===== src/rtl/seg7_pkg.sv =====
// -----------------------------------------------------------------------------
// seg7_pkg
// Shared constants, the converter state type and small helpers for the
// 3-digit 7-segment scan stage (seg7_scan_timer and bin2bcd_seq).
// -----------------------------------------------------------------------------
package seg7_pkg;

    // Phase bus encodings seen by the downstream digit switcher
    localparam logic [1:0] PH_D1 = 2'b00;   // ones digit
    localparam logic [1:0] PH_D2 = 2'b01;   // tens digit
    localparam logic [1:0] PH_D3 = 2'b10;   // hundreds digit

    localparam int         NUM_DIGITS = 3;
    localparam int         BIN_W      = 10;
    localparam int         BCD_W      = 4 * NUM_DIGITS;
    localparam logic [9:0] MAX_VALUE  = 10'd999;

    // Double-dabble converter states
    typedef enum logic [1:0] {
        IDLE  = 2'd0,
        SHIFT = 2'd1,
        DONE  = 2'd2
    } conv_state_e;

    // Scan order 00 -> 01 -> 10 -> 00; the unused code 11 recovers to 00
    function automatic logic [1:0] next_phase(input logic [1:0] ph);
        logic [1:0] nxt;
        case (ph)
            PH_D1:   nxt = PH_D2;
            PH_D2:   nxt = PH_D3;
            default: nxt = PH_D1;
        endcase
        return nxt;
    endfunction

    // Double-dabble correction: every BCD nibble >= 5 gets +3 before the shift
    function automatic logic [BCD_W-1:0] dd_adjust(input logic [BCD_W-1:0] bcd);
        logic [BCD_W-1:0] res;
        res = bcd;
        for (int i = 0; i < NUM_DIGITS; i++) begin
            if (res[i*4 +: 4] >= 4'd5) begin
                res[i*4 +: 4] = res[i*4 +: 4] + 4'd3;
            end else begin
                res[i*4 +: 4] = res[i*4 +: 4];
            end
        end
        return res;
    endfunction

endpackage


===== src/rtl/bin2bcd_seq.sv =====
// -----------------------------------------------------------------------------
// bin2bcd_seq
// Sequential 10-bit binary to 3-digit BCD converter (double dabble), one
// iteration per clock. A start in IDLE captures the operand; ten SHIFT cycles
// follow, then one DONE cycle before returning to IDLE.
//
// Ports:
//   i_clk    clock
//   i_rst    synchronous active-high reset, aborts any conversion
//   i_start  capture i_bin and start (honoured only in IDLE)
//   i_bin    binary operand (caller limits it to 0..999)
//   o_busy   high in SHIFT and DONE
//   o_done   one-cycle pulse on the cycle whose edge applies the last
//            iteration; o_bcd is valid on that same cycle
//   o_bcd    {hundreds, tens, ones}
// -----------------------------------------------------------------------------
module bin2bcd_seq
    import seg7_pkg::*;
(
    input  logic             i_clk,
    input  logic             i_rst,
    input  logic             i_start,
    input  logic [BIN_W-1:0] i_bin,
    output logic             o_busy,
    output logic             o_done,
    output logic [BCD_W-1:0] o_bcd
);

    localparam int         SH_W      = BCD_W + BIN_W;
    localparam logic [3:0] LAST_ITER = 4'(BIN_W - 1);

    conv_state_e      r_state;
    conv_state_e      w_state_nxt;
    logic [SH_W-1:0]  r_shift;      // {bcd, remaining binary bits}
    logic [SH_W-1:0]  w_shift_nxt;
    logic [SH_W-1:0]  w_step;
    logic [3:0]       r_iter;
    logic [3:0]       w_iter_nxt;
    logic             w_done;

    // One double-dabble iteration applied to the current shift register
    assign w_step = {dd_adjust(r_shift[SH_W-1:BIN_W]), r_shift[BIN_W-1:0]} << 1;

    // The final iteration's result is handed out combinationally so the
    // caller can latch it on the same edge that enters DONE
    assign o_bcd  = w_step[SH_W-1:BIN_W];
    assign o_done = w_done;
    assign o_busy = (r_state != IDLE);

    // State and datapath registers
    always_ff @(posedge i_clk) begin
        if (i_rst) begin
            r_state <= IDLE;
            r_shift <= '0;
            r_iter  <= 4'd0;
        end else begin
            r_state <= w_state_nxt;
            r_shift <= w_shift_nxt;
            r_iter  <= w_iter_nxt;
        end
    end

    // Next-state, datapath and done-pulse decode
    always_comb begin
        w_state_nxt = r_state;
        w_shift_nxt = r_shift;
        w_iter_nxt  = r_iter;
        w_done      = 1'b0;
        case (r_state)
            IDLE: begin
                if (i_start) begin
                    w_state_nxt = SHIFT;
                    w_shift_nxt = {{BCD_W{1'b0}}, i_bin};
                    w_iter_nxt  = 4'd0;
                end else begin
                    w_state_nxt = IDLE;
                end
            end
            SHIFT: begin
                w_shift_nxt = w_step;
                w_iter_nxt  = r_iter + 4'd1;
                if (r_iter == LAST_ITER) begin
                    w_state_nxt = DONE;
                    w_done      = 1'b1;
                end else begin
                    w_state_nxt = SHIFT;
                end
            end
            DONE: begin
                w_state_nxt = IDLE;
            end
            default: begin
                w_state_nxt = IDLE;
            end
        endcase
    end

endmodule


===== src/rtl/seg7_scan_timer.sv =====
// -----------------------------------------------------------------------------
// seg7_scan_timer
// Scan stage for a 3-digit 7-segment display. A prescaler divides the clock
// into DIV-cycle phases, the phase bus steps 00 -> 01 -> 10, and the BCD digit
// for the phase being shown is presented with an anti-ghosting blank strobe at
// the start of each phase. Values are converted to BCD sequentially and only
// become visible at a frame boundary (phase 10 -> 00).
//
// Parameters:
//   DIV    clock cycles per scan phase (>= 2)
//   BLANK  cycles at the start of each phase with o_blank high (< DIV)
//
// Ports:
//   i_clk    clock
//   i_rst    synchronous active-high reset
//   i_en     scan enable; low freezes prescaler/phase and forces blanking
//   i_value  binary value to display (clamped to 999)
//   i_load   one-cycle conversion request, ignored while busy
//   o_phase  scan phase bus (00 ones, 01 tens, 10 hundreds)
//   o_digit  BCD digit for o_phase
//   o_blank  segments off
//   o_busy   conversion in progress
//   o_ovf    sticky: last accepted value exceeded 999
// -----------------------------------------------------------------------------
module seg7_scan_timer
    import seg7_pkg::*;
#(
    parameter int DIV   = 50000,
    parameter int BLANK = 16
) (
    input  logic       i_clk,
    input  logic       i_rst,
    input  logic       i_en,
    input  logic [9:0] i_value,
    input  logic       i_load,
    output logic [1:0] o_phase,
    output logic [3:0] o_digit,
    output logic       o_blank,
    output logic       o_busy,
    output logic       o_ovf
);

    localparam int          PW        = (DIV > 2) ? $clog2(DIV) : 1;
    localparam logic [PW-1:0] PCNT_MAX  = PW'(DIV - 1);
    localparam logic [PW-1:0] BLANK_CNT = PW'(BLANK);

    logic [PW-1:0]    r_pcnt;
    logic [PW-1:0]    w_pcnt_nxt;
    logic [1:0]       r_phase;
    logic [1:0]       w_phase_nxt;
    logic             r_blank;
    logic [3:0]       r_digit;
    logic [3:0]       w_digit_nxt;
    logic             r_ovf;
    logic [BCD_W-1:0] r_disp;
    logic [BCD_W-1:0] w_disp_nxt;
    logic [BCD_W-1:0] r_pending;
    logic             r_pend_valid;

    logic             w_tick;
    logic             w_commit;
    logic             w_accept;
    logic [BIN_W-1:0] w_bin;
    logic             w_conv_busy;
    logic             w_conv_done;
    logic [BCD_W-1:0] w_conv_bcd;

    assign w_tick   = i_en && (r_pcnt == PCNT_MAX);
    // A frame ends on the tick leaving the hundreds phase
    assign w_commit = w_tick && (r_phase == PH_D3) && r_pend_valid;
    assign w_accept = i_load && !w_conv_busy;
    assign w_bin    = (i_value > MAX_VALUE) ? MAX_VALUE : i_value;

    bin2bcd_seq u_conv (
        .i_clk   (i_clk),
        .i_rst   (i_rst),
        .i_start (w_accept),
        .i_bin   (w_bin),
        .o_busy  (w_conv_busy),
        .o_done  (w_conv_done),
        .o_bcd   (w_conv_bcd)
    );

    // Prescaler, phase and display next-state; the digit follows the phase
    // and display contents that will be in effect after this edge
    always_comb begin
        w_pcnt_nxt  = r_pcnt;
        w_phase_nxt = r_phase;
        w_disp_nxt  = r_disp;
        w_digit_nxt = 4'd0;
        if (w_tick) begin
            w_pcnt_nxt  = {PW{1'b0}};
            w_phase_nxt = next_phase(r_phase);
        end else if (i_en) begin
            w_pcnt_nxt  = r_pcnt + PW'(1);
            w_phase_nxt = r_phase;
        end else begin
            w_pcnt_nxt  = r_pcnt;
            w_phase_nxt = r_phase;
        end
        if (w_commit) begin
            w_disp_nxt = r_pending;
        end else begin
            w_disp_nxt = r_disp;
        end
        case (w_phase_nxt)
            PH_D1:   w_digit_nxt = w_disp_nxt[3:0];
            PH_D2:   w_digit_nxt = w_disp_nxt[7:4];
            PH_D3:   w_digit_nxt = w_disp_nxt[11:8];
            default: w_digit_nxt = 4'd0;
        endcase
    end

    // Scan counters, registered outputs and the pending/display pipeline
    always_ff @(posedge i_clk) begin
        if (i_rst) begin
            r_pcnt       <= {PW{1'b0}};
            r_phase      <= PH_D1;
            r_blank      <= 1'b1;
            r_digit      <= 4'd0;
            r_ovf        <= 1'b0;
            r_disp       <= {BCD_W{1'b0}};
            r_pending    <= {BCD_W{1'b0}};
            r_pend_valid <= 1'b0;
        end else begin
            r_pcnt  <= w_pcnt_nxt;
            r_phase <= w_phase_nxt;
            r_blank <= (w_pcnt_nxt < BLANK_CNT);
            r_digit <= w_digit_nxt;
            r_disp  <= w_disp_nxt;
            if (w_accept) begin
                r_ovf <= (i_value > MAX_VALUE);
            end else begin
                r_ovf <= r_ovf;
            end
            // A result finishing on the commit edge stays pending: the old
            // pending value has just moved to the display
            if (w_conv_done) begin
                r_pending    <= w_conv_bcd;
                r_pend_valid <= 1'b1;
            end else if (w_commit) begin
                r_pending    <= r_pending;
                r_pend_valid <= 1'b0;
            end else begin
                r_pending    <= r_pending;
                r_pend_valid <= r_pend_valid;
            end
        end
    end

    assign o_phase = r_phase;
    assign o_digit = r_digit;
    assign o_blank = r_blank | ~i_en;   // enable low blanks immediately
    assign o_busy  = w_conv_busy;
    assign o_ovf   = r_ovf;

endmodule


===== config.mk =====
export PLATFORM = sky130hd
export DESIGN_NAME = seg7_scan_timer
export DESIGN_NICKNAME = d
export VERILOG_FILES = /design/src/rtl/seg7_pkg.sv /design/src/rtl/bin2bcd_seq.sv /design/src/rtl/seg7_scan_timer.sv
export SDC_FILE = /design/constraint.sdc
export NUM_CORES = 1
export LEC_CHECK = 0
export ABC_CLOCK_PERIOD_IN_PS = 5700
export CAP_MARGIN = 10
export CORE_AREA = 8 8 87 89
export CTS_CLUSTER_SIZE = 24
export DETAILED_ROUTE_END_ITERATION = 8
export DIE_AREA = 0 0 95 97
export GPL_TIMING_DRIVEN = 0
export PLACE_DENSITY_LB_ADDON = 0.3
export SYNTH_ARGS = -nofsm -noshare
export SYNTH_HDL_FRONTEND = slang
export SYNTH_SLANG_ARGS = --single-unit
export TNS_END_PERCENT = 1

===== constraint.sdc =====
create_clock -name i_clk -period 5.7 [get_ports i_clk]
set_input_delay 0.855 -clock i_clk [delete_from_list [all_inputs] [get_ports i_clk]]
set_output_delay 0.855 -clock i_clk [all_outputs]
set_load 0.02 [all_outputs]

* Word level (Yosys, flattened, before mapping)
Cells that the tools add are included.
Cells by class: $add $sub $neg 5, magnitude comparators 5, eq/ne operators 8, multiplexer cells 21, bitwise operators 2, reduce and logical (&&, ||, !) cells 12
Operators with widths (number):
- 22-bit case mux with 2 select lines | 1
- 16-bit 2-to-1 mux | 2
- 22-bit 2-to-1 mux | 1
- 16-bit by 1-bit adder with 16-bit output, second input constant | 1
- 16-bit == test, second input constant | 1
- 16-bit by 5-bit less-than comparator with 1-bit output, second input constant | 1
- 4-bit by 3-bit greater-or-equal comparator with 1-bit output, second input constant | 3
- 12-bit 2-to-1 mux | 1
- 4-bit 2-to-1 mux | 3
- 4-bit case mux with 3 select lines | 1
- 10-bit greater-than comparator, second input constant | 1
- 10-bit 2-to-1 mux | 1
- 4-bit by 2-bit adder with 4-bit output, second input constant | 2
- 2-bit case mux with 2 select lines | 2
- 4-bit case mux with 2 select lines | 1
- 2-bit by 1-bit == test with 1-bit output, second input constant | 3
- 2-bit logical NOT | 3
- 2-bit nonzero test | 3
- 1-bit 2-to-1 mux | 5
- 4-bit by 1-bit adder with 4-bit output, second input constant | 1
- 2-bit == test, second input constant | 2
- 4-bit == test, second input constant | 1
- 1-bit logical AND | 4
- 2-bit 2-to-1 mux | 2
- other kinds (7) | 7
Word-level totals: register bits after elaboration 77, input port bits 14, output and inout bits 9, logic and storage cells 64

* Depth between registers and ports, before layout
Gate-level depths: netlist of the first run.
word-level depth 6, depth in mapped cells 8

* By module
Synthesis of the first run repeated with hierarchy kept, for this count alone.
Unflattened totals: cell total of the unflattened synthesis 459, area total of the unflattened synthesis 3846.2 um^2
Modules (own cells, without submodules):
- seg7_scan_timer | times used 1, cells an instance 296, area an instance 2472.4 um^2
- bin2bcd_seq | times used 1, cells an instance 163, area an instance 1373.8 um^2

* Worst setup path before layout of the first run
Ideal clock, no wire load.
path kind input to register, from input port i_en, to register r_disp[2], setup time 0.128 ns, data arrival time 2.095 ns, data required time 5.572 ns, setup slack 3.477 ns, stages 8, buffers on the path 2, cell sequence buf_4 -> and4_1 -> nand4_4 -> nor3b_2 -> nand2_2 -> buf_6 -> mux2i_1 -> nor2_1
Between the ends: cells in the longest elaborated chain, start to end 4
Ends and longest elaborated chain:
- start, declared | line seg7_scan_timer.sv:33 | input logic i_en,
- 1-bit logical AND | line seg7_scan_timer.sv:68 | assign w_tick = i_en && (r_pcnt == PCNT_MAX);
- 1-bit logical AND (2 in series) | line seg7_scan_timer.sv:70 | assign w_commit = w_tick && (r_phase == PH_D3) && r_pend_valid;
- 12-bit 2-to-1 mux | line seg7_scan_timer.sv:101 | if (w_commit) begin
- end signal, assigned | line seg7_scan_timer.sv:122 | r_disp <= {BCD_W{1'b0}};
- end signal, assigned | line seg7_scan_timer.sv:130 | r_disp <= w_disp_nxt;
- end, declared | line seg7_scan_timer.sv:55 | logic [BCD_W-1:0] r_disp;
Every way passes these cells. A chain may end at the register's enable or synchronous reset.

* Final worst setup path of the first run
from input port i_en, to output port o_blank
Between the ends: cells in the longest elaborated chain, start to end 2
Ends and longest elaborated chain:
- 1-bit NOT | line seg7_scan_timer.sv:153 | assign o_blank = r_blank | ~i_en;
- 1-bit bitwise OR | line seg7_scan_timer.sv:153
- end, declared | line seg7_scan_timer.sv:38 | output logic o_blank,
Every way passes these cells.

==> results of run 1 <==
==> state kept, by name (all words and copies together) (netlist names), 2 cells and up <==
name,cells
u_conv.r_shift,22
r_pcnt,16
r_disp,12
r_pending,12
o_digit,4
u_conv.r_iter,4
o_phase,2
u_conv.r_state,2
==> power groups by stage <==
stage,Combinational (mW),Sequential (mW),Clock [mW]
6_report,0.0673,0.555,0.505
4_1_cts,0.0673,0.555,0.510
5_1_grt,0.0755,0.556,0.535
3_3_place_gp,0.0649,0.567,0
3_5_place_dp,0.0668,0.567,0
2_1_floorplan,0.0427,0.565,0
==> worst max-delay path: cells and delay by family <==
family	cells	cell delay (ns)
buf+inv	2	0.74
simple gates	1	0.06
==> layer usage <==
metal,vias to the layer above,part of all wire [%]
met5,-,0
met4,0,2.4
met3,15,4.2
met2,60,47
met1,1459,46
li1,1579,-
==> through the flow <==
step	cells	setup WS [ns]	util [%]	area, µm²
after CTS	551	3.18	68.7	4260
after global routing	551	3.17	68.7	4260
after detailed placement	535	3.18	64.7	4020
after floorplan	438	3.48	-	3720
after global placement	535	3.18	64.7	4020
final	551	3.19	68.7	4260
==> cell families after synthesis <==
kind of cell,after synthesis
xor+xnor,21
compound gates,77
flops,77
simple gates,191
fa+ha+maj,9
mux,25
buf+inv,38
==> worst max-delay path by stage <==
stage	startpoint	end	slack, ns	cells after the start
5_1_grt	i_en	o_blank	3.17	3
3_3_place_gp	i_en	o_blank	3.18	3
3_5_place_dp	i_en	o_blank	3.18	3
2_1_floorplan	i_en	r_disp[2]$_SDFF_PP0_	3.48	8
6_report	i_en	o_blank	3.19	3
4_1_cts	i_en	o_blank	3.18	3
==> layout make-up <==
cell class,count,share of cell area (%)
buffer,28,3.02
clock buffer,11,3.32
clock inverter,5,2.49
inverter,10,0.881
multi-input combinational,323,47.2
sequential,77,36.2
tap,77,2.26
timing repair buffer,20,4.70
==> layout by cell type (no fill, tap or decap), types with 11 or more instances in the layout <==
| master | synthesis | layout |
|---|---|---|
| sky130_fd_sc_hd__clkdlybuf4s50_1 | 0 | 20 |
| sky130_fd_sc_hd__o21ai_0 | 11 | 11 |
| sky130_fd_sc_hd__xor2_1 | 11 | 11 |
| sky130_fd_sc_hd__mux2i_1 | 15 | 15 |
| sky130_fd_sc_hd__nand3_1 | 21 | 21 |
| sky130_fd_sc_hd__nand2_1 | 46 | 46 |
| sky130_fd_sc_hd__a21oi_1 | 33 | 33 |
| sky130_fd_sc_hd__nor2_1 | 72 | 72 |
| sky130_fd_sc_hd__clkbuf_1 | 17 | 18 |
| sky130_fd_sc_hd__dfxtp_1 | 77 | 77 |
==> impl_metrics.xml, run 1 <==
<?xml version="1.0" encoding="UTF-8"?>
<metrics>
  <group name="clock_tree">
    <metric name="post_cts_buffers" unit="">0</metric>
    <metric name="worst_skew_pair.late_latency" unit="ns">0.35</metric>
    <metric name="clock_tree.buffer_depth" unit="">2</metric>
    <metric name="cts_htree_levels" unit="">3</metric>
    <metric name="numClockSinks" unit="">77</metric>
    <metric name="cts_made_buffers" unit="">9</metric>
    <metric name="tritoncts" unit="">done</metric>
    <metric name="hold_buffers" unit="">0</metric>
    <metric name="cts_repair_resize_count" unit="">0</metric>
    <metric name="path_clk_slew" unit="ns">0.08</metric>
    <metric name="ctsRootBufferMaster" unit="">sky130_fd_sc_hd__clkbuf_8</metric>
  </group>
  <group name="synth">
    <metric name="post_synth_xor_area_fraction" unit="%">4.95</metric>
    <metric name="synthArstFlopShare" unit="%">0</metric>
    <metric name="post_synthesis_area_per_instance" unit="µm²">8.49</metric>
    <metric name="synthCells" unit="">438</metric>
    <metric name="synth-adder-area-share" unit="%">3.03</metric>
    <metric name="synth.yosys.seq_area_share" unit="%">41.5</metric>
    <metric name="ys_dominant_reg_cell" unit="">sky130_fd_sc_hd__dfxtp_1</metric>
    <metric name="netlist.top_cell.by_area" unit="">sky130_fd_sc_hd__dfxtp_1</metric>
    <metric name="synth_top_area_share" unit="%">41.5</metric>
    <metric name="share_of_the_synthesized_area_in_compound_gates_ao_oa_aoi_oai" unit="%">12.7</metric>
    <metric name="ys_top_cells_by_area" unit="">sky130_fd_sc_hd__dfxtp_1, sky130_fd_sc_hd__nor2_1, sky130_fd_sc_hd__nand2_1</metric>
    <metric name="synthDistinctLibCells" unit="">44</metric>
    <metric name="ys.warnings.count" unit="">0</metric>
    <metric name="synth-simple-area-share" unit="%">25.1</metric>
    <metric name="synth_fp_nets" unit="">461</metric>
    <metric name="number_of_flops_mapped_to_enable_cells_by_yosys" unit="">0</metric>
    <metric name="synth.cells.most_frequent" unit="">sky130_fd_sc_hd__dfxtp_1, sky130_fd_sc_hd__nor2_1, sky130_fd_sc_hd__nand2_1, sky130_fd_sc_hd__a21oi_1, sky130_fd_sc_hd__nand3_1</metric>
    <metric name="synth-seq-cells" unit="">77</metric>
    <metric name="synth_top_family_by_area" unit="">simple AND/OR/NAND/NOR gates</metric>
    <metric name="post_synthesis_instance_area" unit="mm²">0.00372</metric>
    <metric name="muxShareOfSynthArea" unit="%">8.28</metric>
    <metric name="synth.most_common_cell" unit="">sky130_fd_sc_hd__dfxtp_1</metric>
  </group>
  <group name="final_layout">
    <metric name="seq_area" unit="mm²">0.00154</metric>
    <metric name="count_of_antenna_diodes_in_the_layout" unit="">0</metric>
    <metric name="nets" unit="">492</metric>
    <metric name="area_occupied_by_multi_input_gates" unit="mm²">0.00201</metric>
    <metric name="drive_gt1_share" unit="%">8.02</metric>
    <metric name="nFillCells" unit="">472</metric>
    <metric name="layout-area-overhead-vs-synth" unit="%">14.6</metric>
  </group>
  <group name="route">
    <metric name="drc" unit="">0</metric>
    <metric name="drtPass1Iterations" unit="">4</metric>
    <metric name="num_vias" unit="">3113</metric>
    <metric name="initialDrtViolationCount" unit="">201</metric>
    <metric name="route.final.wire_length" unit="µm">8210</metric>
    <metric name="avgViaCountPerCell" unit="">5.65</metric>
    <metric name="routedWlPerCell" unit="µm">14.9</metric>
    <metric name="ant_nets" unit="">0</metric>
  </group>
  <group name="pwr">
    <metric name="sw_frac_of_total" unit="%">22.2</metric>
    <metric name="internal-power" unit="mW">0.876</metric>
    <metric name="power_frac_comb" unit="%">6.0</metric>
    <metric name="post-layout-total-power" unit="mW">1.13</metric>
    <metric name="seqPwrFrac" unit="%">49.3</metric>
    <metric name="p_leak" unit="nW">1.59</metric>
    <metric name="max-vdd-ir-drop" unit="mV">0.206</metric>
    <metric name="power_per_cell_area" unit="mW/mm²">264</metric>
    <metric name="power_switching" unit="mW">0.251</metric>
    <metric name="clock_power_share" unit="%">44.8</metric>
  </group>
  <group name="global_routing">
    <metric name="grtUsageMet2" unit="%">30.6</metric>
    <metric name="antenna_found_initial" unit="">0</metric>
    <metric name="met3_usage" unit="%">4.17</metric>
    <metric name="groute.usage.overall" unit="%">18.8</metric>
    <metric name="grt_pass1_wl" unit="µm">13800</metric>
    <metric name="grt.busiest_layer" unit="">met2</metric>
    <metric name="m1_gr_usage" unit="%">22.2</metric>
    <metric name="gr-total-overflow" unit="">0</metric>
    <metric name="grt_max_degree" unit="">14</metric>
    <metric name="number_of_global_route_vias_before_repair" unit="">3076</metric>
  </group>
  <group name="worst_hold_path">
    <metric name="timing.hold.worst.start" unit="">o_ovf$_SDFFE_PP0P_</metric>
    <metric name="worst_hold_path.num_cells" unit="">2</metric>
    <metric name="hold_path_class" unit="">flop to flop</metric>
    <metric name="min_delay_worst_endpoint" unit="">o_ovf$_SDFFE_PP0P_</metric>
  </group>
  <group name="critical_path">
    <metric name="end_kind" unit="">primary output</metric>
    <metric name="source_of_the_worst_register_to_register_timing_path" unit="">r_pcnt[0]$_SDFFE_PP0P_</metric>
    <metric name="critical-path-slowest-cell" unit="">sky130_fd_sc_hd__clkdlybuf4s50_1</metric>
    <metric name="largest_stage_delay_worst_path" unit="ns">0.60</metric>
    <metric name="rr_worst_depth" unit="">7</metric>
    <metric name="ff2ff_setup_slack" unit="ns">3.57</metric>
    <metric name="criticalPathCategory" unit="">input pin to primary output</metric>
    <metric name="setup.worst_path.start_class" unit="">input pin</metric>
    <metric name="worst-endpoint-required" unit="ns">4.85</metric>
    <metric name="crit_chain" unit="">buf_4 -&gt; nand2b_1 -&gt; clkdlybuf4s50_1</metric>
    <metric name="crit_fanout" unit="">8</metric>
    <metric name="timing.rr.end" unit="">r_blank$_SDFF_PP1_</metric>
    <metric name="worst_ep_arrival_time" unit="ns">1.66</metric>
  </group>
  <group name="die">
    <metric name="die_extent_in_x" unit="µm">95</metric>
    <metric name="coreArea" unit="mm²">0.00620</metric>
    <metric name="core.rowCount" unit="">29</metric>
    <metric name="fp.dieArea" unit="mm²">0.00922</metric>
    <metric name="i_o_pin_total" unit="">23</metric>
    <metric name="initial_utilization" unit="%">59.9</metric>
    <metric name="floorplan.die.height" unit="µm">97</metric>
  </group>
  <group name="sta">
    <metric name="max_slew_headroom" unit="%">56.9</metric>
    <metric name="hold-worst-slack" unit="ns">0.465</metric>
    <metric name="rsz0062_at_grt" unit="">false</metric>
    <metric name="final_min_period_over_clock_period" unit="%">44.1</metric>
    <metric name="layout_min_cycle_time" unit="ns">2.51</metric>
    <metric name="fin_tns_setup" unit="ns">0</metric>
    <metric name="final-setup-viol-count" unit="">0</metric>
    <metric name="fin_worst_skew" unit="ns">0.0125</metric>
    <metric name="max_freq" unit="MHz">398</metric>
    <metric name="hold_viol_final" unit="">0</metric>
    <metric name="worstMarginPinSlew" unit="ns">0.647</metric>
    <metric name="timing_max_transition_violations_final" unit="">0</metric>
  </group>
  <group name="place">
    <metric name="io_buffers" unit="">20</metric>
    <metric name="hpwlAfterDp" unit="µm">5800</metric>
    <metric name="routabilityCongestion" unit="">0.867</metric>
  </group>
  <group name="run_status">
    <metric name="run_status" unit="">finished, final reports clean</metric>
  </group>
  <group name="run">
    <metric name="maxCapViolCount" unit="">0</metric>
  </group>
</metrics>
(Power assumes the default switching activity.)
==> run 2: changes to the inputs <==
Settings changed: ABC_CLOCK_PERIOD_IN_PS 5700 to 2200, CORE_AREA 8 8 87 89 to 8 8 93 95, DIE_AREA 0 0 95 97 to 0 0 101 103.
Clock period 5.7 ns to 2.2 ns, I/O delays scaled along.
==> run 2 against run 1 <==
Register-to-register slack got worse by 3.4 ns. Count of clock-buffer cells in the layout grew 2. Critical path type is now flop to flop. Total power grew to 2.6 times the previous value. Flip-flop and latch count did not move. Clock skew down 0.0058 ns. Worst setup slack got worse by 3.0 ns. Critical endpoint is now r_disp[11]$_SDFF_PP0_. Sequential share of layout area shrank 0.68 points. Core utilization decreased by 7.8 points. Sequential power grew to 2.6 times the previous value. Hold slack got worse by 0.18 ns. Combinational power rose to 2.6 times the previous value. Via count rose by 1.8%.
==> impl_metrics.xml, run 2 (same netlist as run 1, synthesis figures left out) <==
<?xml version="1.0" encoding="UTF-8"?>
<metrics>
  <group name="run_status">
    <metric name="run_status" unit="">finished, final reports clean</metric>
  </group>
  <group name="die">
    <metric name="coreArea" unit="mm²">0.00714</metric>
    <metric name="floorplan.die.height" unit="µm">103</metric>
    <metric name="die_extent_in_x" unit="µm">101</metric>
    <metric name="core.rowCount" unit="">31</metric>
    <metric name="fp.dieArea" unit="mm²">0.0104</metric>
    <metric name="i_o_pin_total" unit="">23</metric>
    <metric name="initial_utilization" unit="%">52.1</metric>
  </group>
  <group name="sta">
    <metric name="fin_worst_skew" unit="ns">0.00667</metric>
    <metric name="max_freq" unit="MHz">488</metric>
    <metric name="rsz0062_at_grt" unit="">true</metric>
    <metric name="hold-worst-slack" unit="ns">0.287</metric>
    <metric name="hold_viol_final" unit="">0</metric>
    <metric name="layout_min_cycle_time" unit="ns">2.05</metric>
    <metric name="final_min_period_over_clock_period" unit="%">93.1</metric>
    <metric name="final-setup-viol-count" unit="">0</metric>
    <metric name="timing_max_transition_violations_final" unit="">0</metric>
    <metric name="worstMarginPinSlew" unit="ns">0.623</metric>
    <metric name="max_slew_headroom" unit="%">58.4</metric>
  </group>
  <group name="pwr">
    <metric name="p_leak" unit="nW">1.64</metric>
    <metric name="power_per_cell_area" unit="mW/mm²">685</metric>
    <metric name="max-vdd-ir-drop" unit="mV">0.448</metric>
  </group>
  <group name="final_layout">
    <metric name="layout.cells.most_common" unit="">sky130_fd_sc_hd__dfxtp_1</metric>
    <metric name="layout-area-overhead-vs-synth" unit="%">16.8</metric>
    <metric name="largest_register" unit="">u_conv.r_shift</metric>
    <metric name="commonest_non_fill_non_tap_cells_in_the_layout" unit="">sky130_fd_sc_hd__dfxtp_1, sky130_fd_sc_hd__nor2_1, sky130_fd_sc_hd__nand2_1</metric>
    <metric name="nets" unit="">495</metric>
    <metric name="layout.cell_area.non_filler" unit="mm²">0.00434</metric>
    <metric name="nFillCells" unit="">637</metric>
    <metric name="drive_gt1_share" unit="%">9.22</metric>
    <metric name="largestRegisters" unit="">u_conv.r_shift: 22 flops, r_pcnt: 16 flops</metric>
    <metric name="count_of_antenna_diodes_in_the_layout" unit="">0</metric>
    <metric name="finalNonFillerCells" unit="">576</metric>
    <metric name="largest_register_ffs" unit="">22</metric>
  </group>
  <group name="clock_tree">
    <metric name="cts_made_buffers" unit="">9</metric>
    <metric name="clock_tree.buffer_depth" unit="">2</metric>
    <metric name="numClockSinks" unit="">77</metric>
    <metric name="worst_skew_pair.late_latency" unit="ns">0.35</metric>
    <metric name="tritoncts" unit="">done</metric>
    <metric name="path_clk_slew" unit="ns">0.08</metric>
    <metric name="cts_htree_levels" unit="">3</metric>
    <metric name="ctsRootBufferMaster" unit="">sky130_fd_sc_hd__clkbuf_8</metric>
    <metric name="hold_buffers" unit="">0</metric>
  </group>
  <group name="route">
    <metric name="ant_nets" unit="">0</metric>
    <metric name="initialDrtViolationCount" unit="">164</metric>
    <metric name="routedWlPerCell" unit="µm">14.2</metric>
    <metric name="avgViaCountPerCell" unit="">5.50</metric>
    <metric name="drc" unit="">0</metric>
    <metric name="route.final.wire_length" unit="µm">8200</metric>
    <metric name="drtPass1Iterations" unit="">4</metric>
    <metric name="num_vias" unit="">3168</metric>
  </group>
  <group name="global_routing">
    <metric name="number_of_global_route_vias_before_repair" unit="">2883</metric>
    <metric name="groute.usage.overall" unit="%">16.4</metric>
    <metric name="antenna_found_initial" unit="">0</metric>
    <metric name="gr-total-overflow" unit="">0</metric>
    <metric name="grt_max_degree" unit="">13</metric>
    <metric name="grt_pass1_wl" unit="µm">13500</metric>
  </group>
  <group name="critical_path">
    <metric name="worst-endpoint-required" unit="ns">2.42</metric>
    <metric name="setup.worst_path.start_class" unit="">flop</metric>
    <metric name="crit_fanout" unit="">10</metric>
    <metric name="end_kind" unit="">flop</metric>
    <metric name="worst_ep_arrival_time" unit="ns">2.27</metric>
    <metric name="criticalPathCategory" unit="">flop to flop</metric>
  </group>
  <group name="worst_hold_path">
    <metric name="hold_path_class" unit="">input pin to flop</metric>
  </group>
  <group name="place">
    <metric name="place.detailed.instances" unit="">557</metric>
    <metric name="io_buffers" unit="">20</metric>
    <metric name="post_dp_cell_area" unit="mm²">0.00404</metric>
    <metric name="routabilityCongestion" unit="">0.864</metric>
    <metric name="hpwlAfterDp" unit="µm">5820</metric>
  </group>
  <group name="run">
    <metric name="maxCapViolCount" unit="">0</metric>
  </group>
</metrics>
-- run 2: what timing repair did --
action,in CTS,in global routing
resized for setup,2,3
buffers inserted,0,3
setup endpoints to repair,2,10
-- run 2: final timing paths --
kind,startpoint,end,slack (ns),depth (start not counted)
worst max-delay path,r_pcnt[0]$_SDFFE_PP0P_,r_disp[11]$_SDFF_PP0_,0.15,8
worst min register to register,r_pending[9]$_SDFFE_PP0P_,r_pending[9]$_SDFFE_PP0P_,0.46,2
worst max register to register,r_pcnt[0]$_SDFFE_PP0P_,r_disp[11]$_SDFF_PP0_,0.15,8
worst min-delay path,i_en,r_pcnt[0]$_SDFFE_PP0P_,0.29,3
-- run 2: cell type report --
class | count | area [µm²] | share of cell area, %
Buffer | 28 | 130 | 3.00
Inverter | 10 | 37.5 | 0.864
Clock buffer | 13 | 169 | 3.89
Timing Repair Buffer | 23 | 223 | 5.13
Sequential cell | 77 | 1540 | 35.5
Clock inverter | 3 | 90.1 | 2.07
Tap cell | 99 | 124 | 2.85
Multi-Input combinational cell | 323 | 2030 | 46.7
-- run 2: through the flow --
stage	setup slack, ns	util, %	power, mW	setup TNS (ns)
6_report	0.152	60.9	2.97	0
5_1_grt	-0.00641	60.9	3.08	-0.0104
4_1_cts	0.0541	60.4	3.00	0
3_5_place_dp	-0.0124	56.6	1.64	-0.0124
3_3_place_gp	0.0319	56.6	1.64	0
2_1_floorplan	0.401	-	1.58	0
-- run 2: critical path, stage by stage, from the launching register on --
cell,delay (ns)
sky130_fd_sc_hd__dfxtp_1,0.40
sky130_fd_sc_hd__ha_1,0.21
sky130_fd_sc_hd__and4_2,0.33
sky130_fd_sc_hd__nand4_4,0.19
sky130_fd_sc_hd__nor3b_4,0.26
sky130_fd_sc_hd__nand2_2,0.11
sky130_fd_sc_hd__buf_6,0.18
sky130_fd_sc_hd__mux2i_1,0.18
sky130_fd_sc_hd__nor2_1,0.06
-- run 2: metal layers --
metal,global-route usage [%],part of all wire [%],up-vias,wire (µm)
li1,-,-,1584,-
met1,20.9,48,1490,3900
met2,25.6,46,83,3750
met3,3.85,5.4,11,443
met4,8.13,1.3,0,108
met5,0,0,-,0
-- run 2: power by group --
group	switching [mW]	leakage, nW	internal (mW)	total (mW)
sequential	0.0190	0.623	1.42	1.44
combinational	0.112	0.883	0.0634	0.175
clock	0.514	0.130	0.848	1.36
==> run 3: changes to the inputs <==
Settings changed: CTS_CLUSTER_SIZE 24 to default, HOLD_SLACK_MARGIN from default to 0.05.
==> results of run 3 <==
Same layout as run 2: the final DEF is identical, and so are final timing and power.
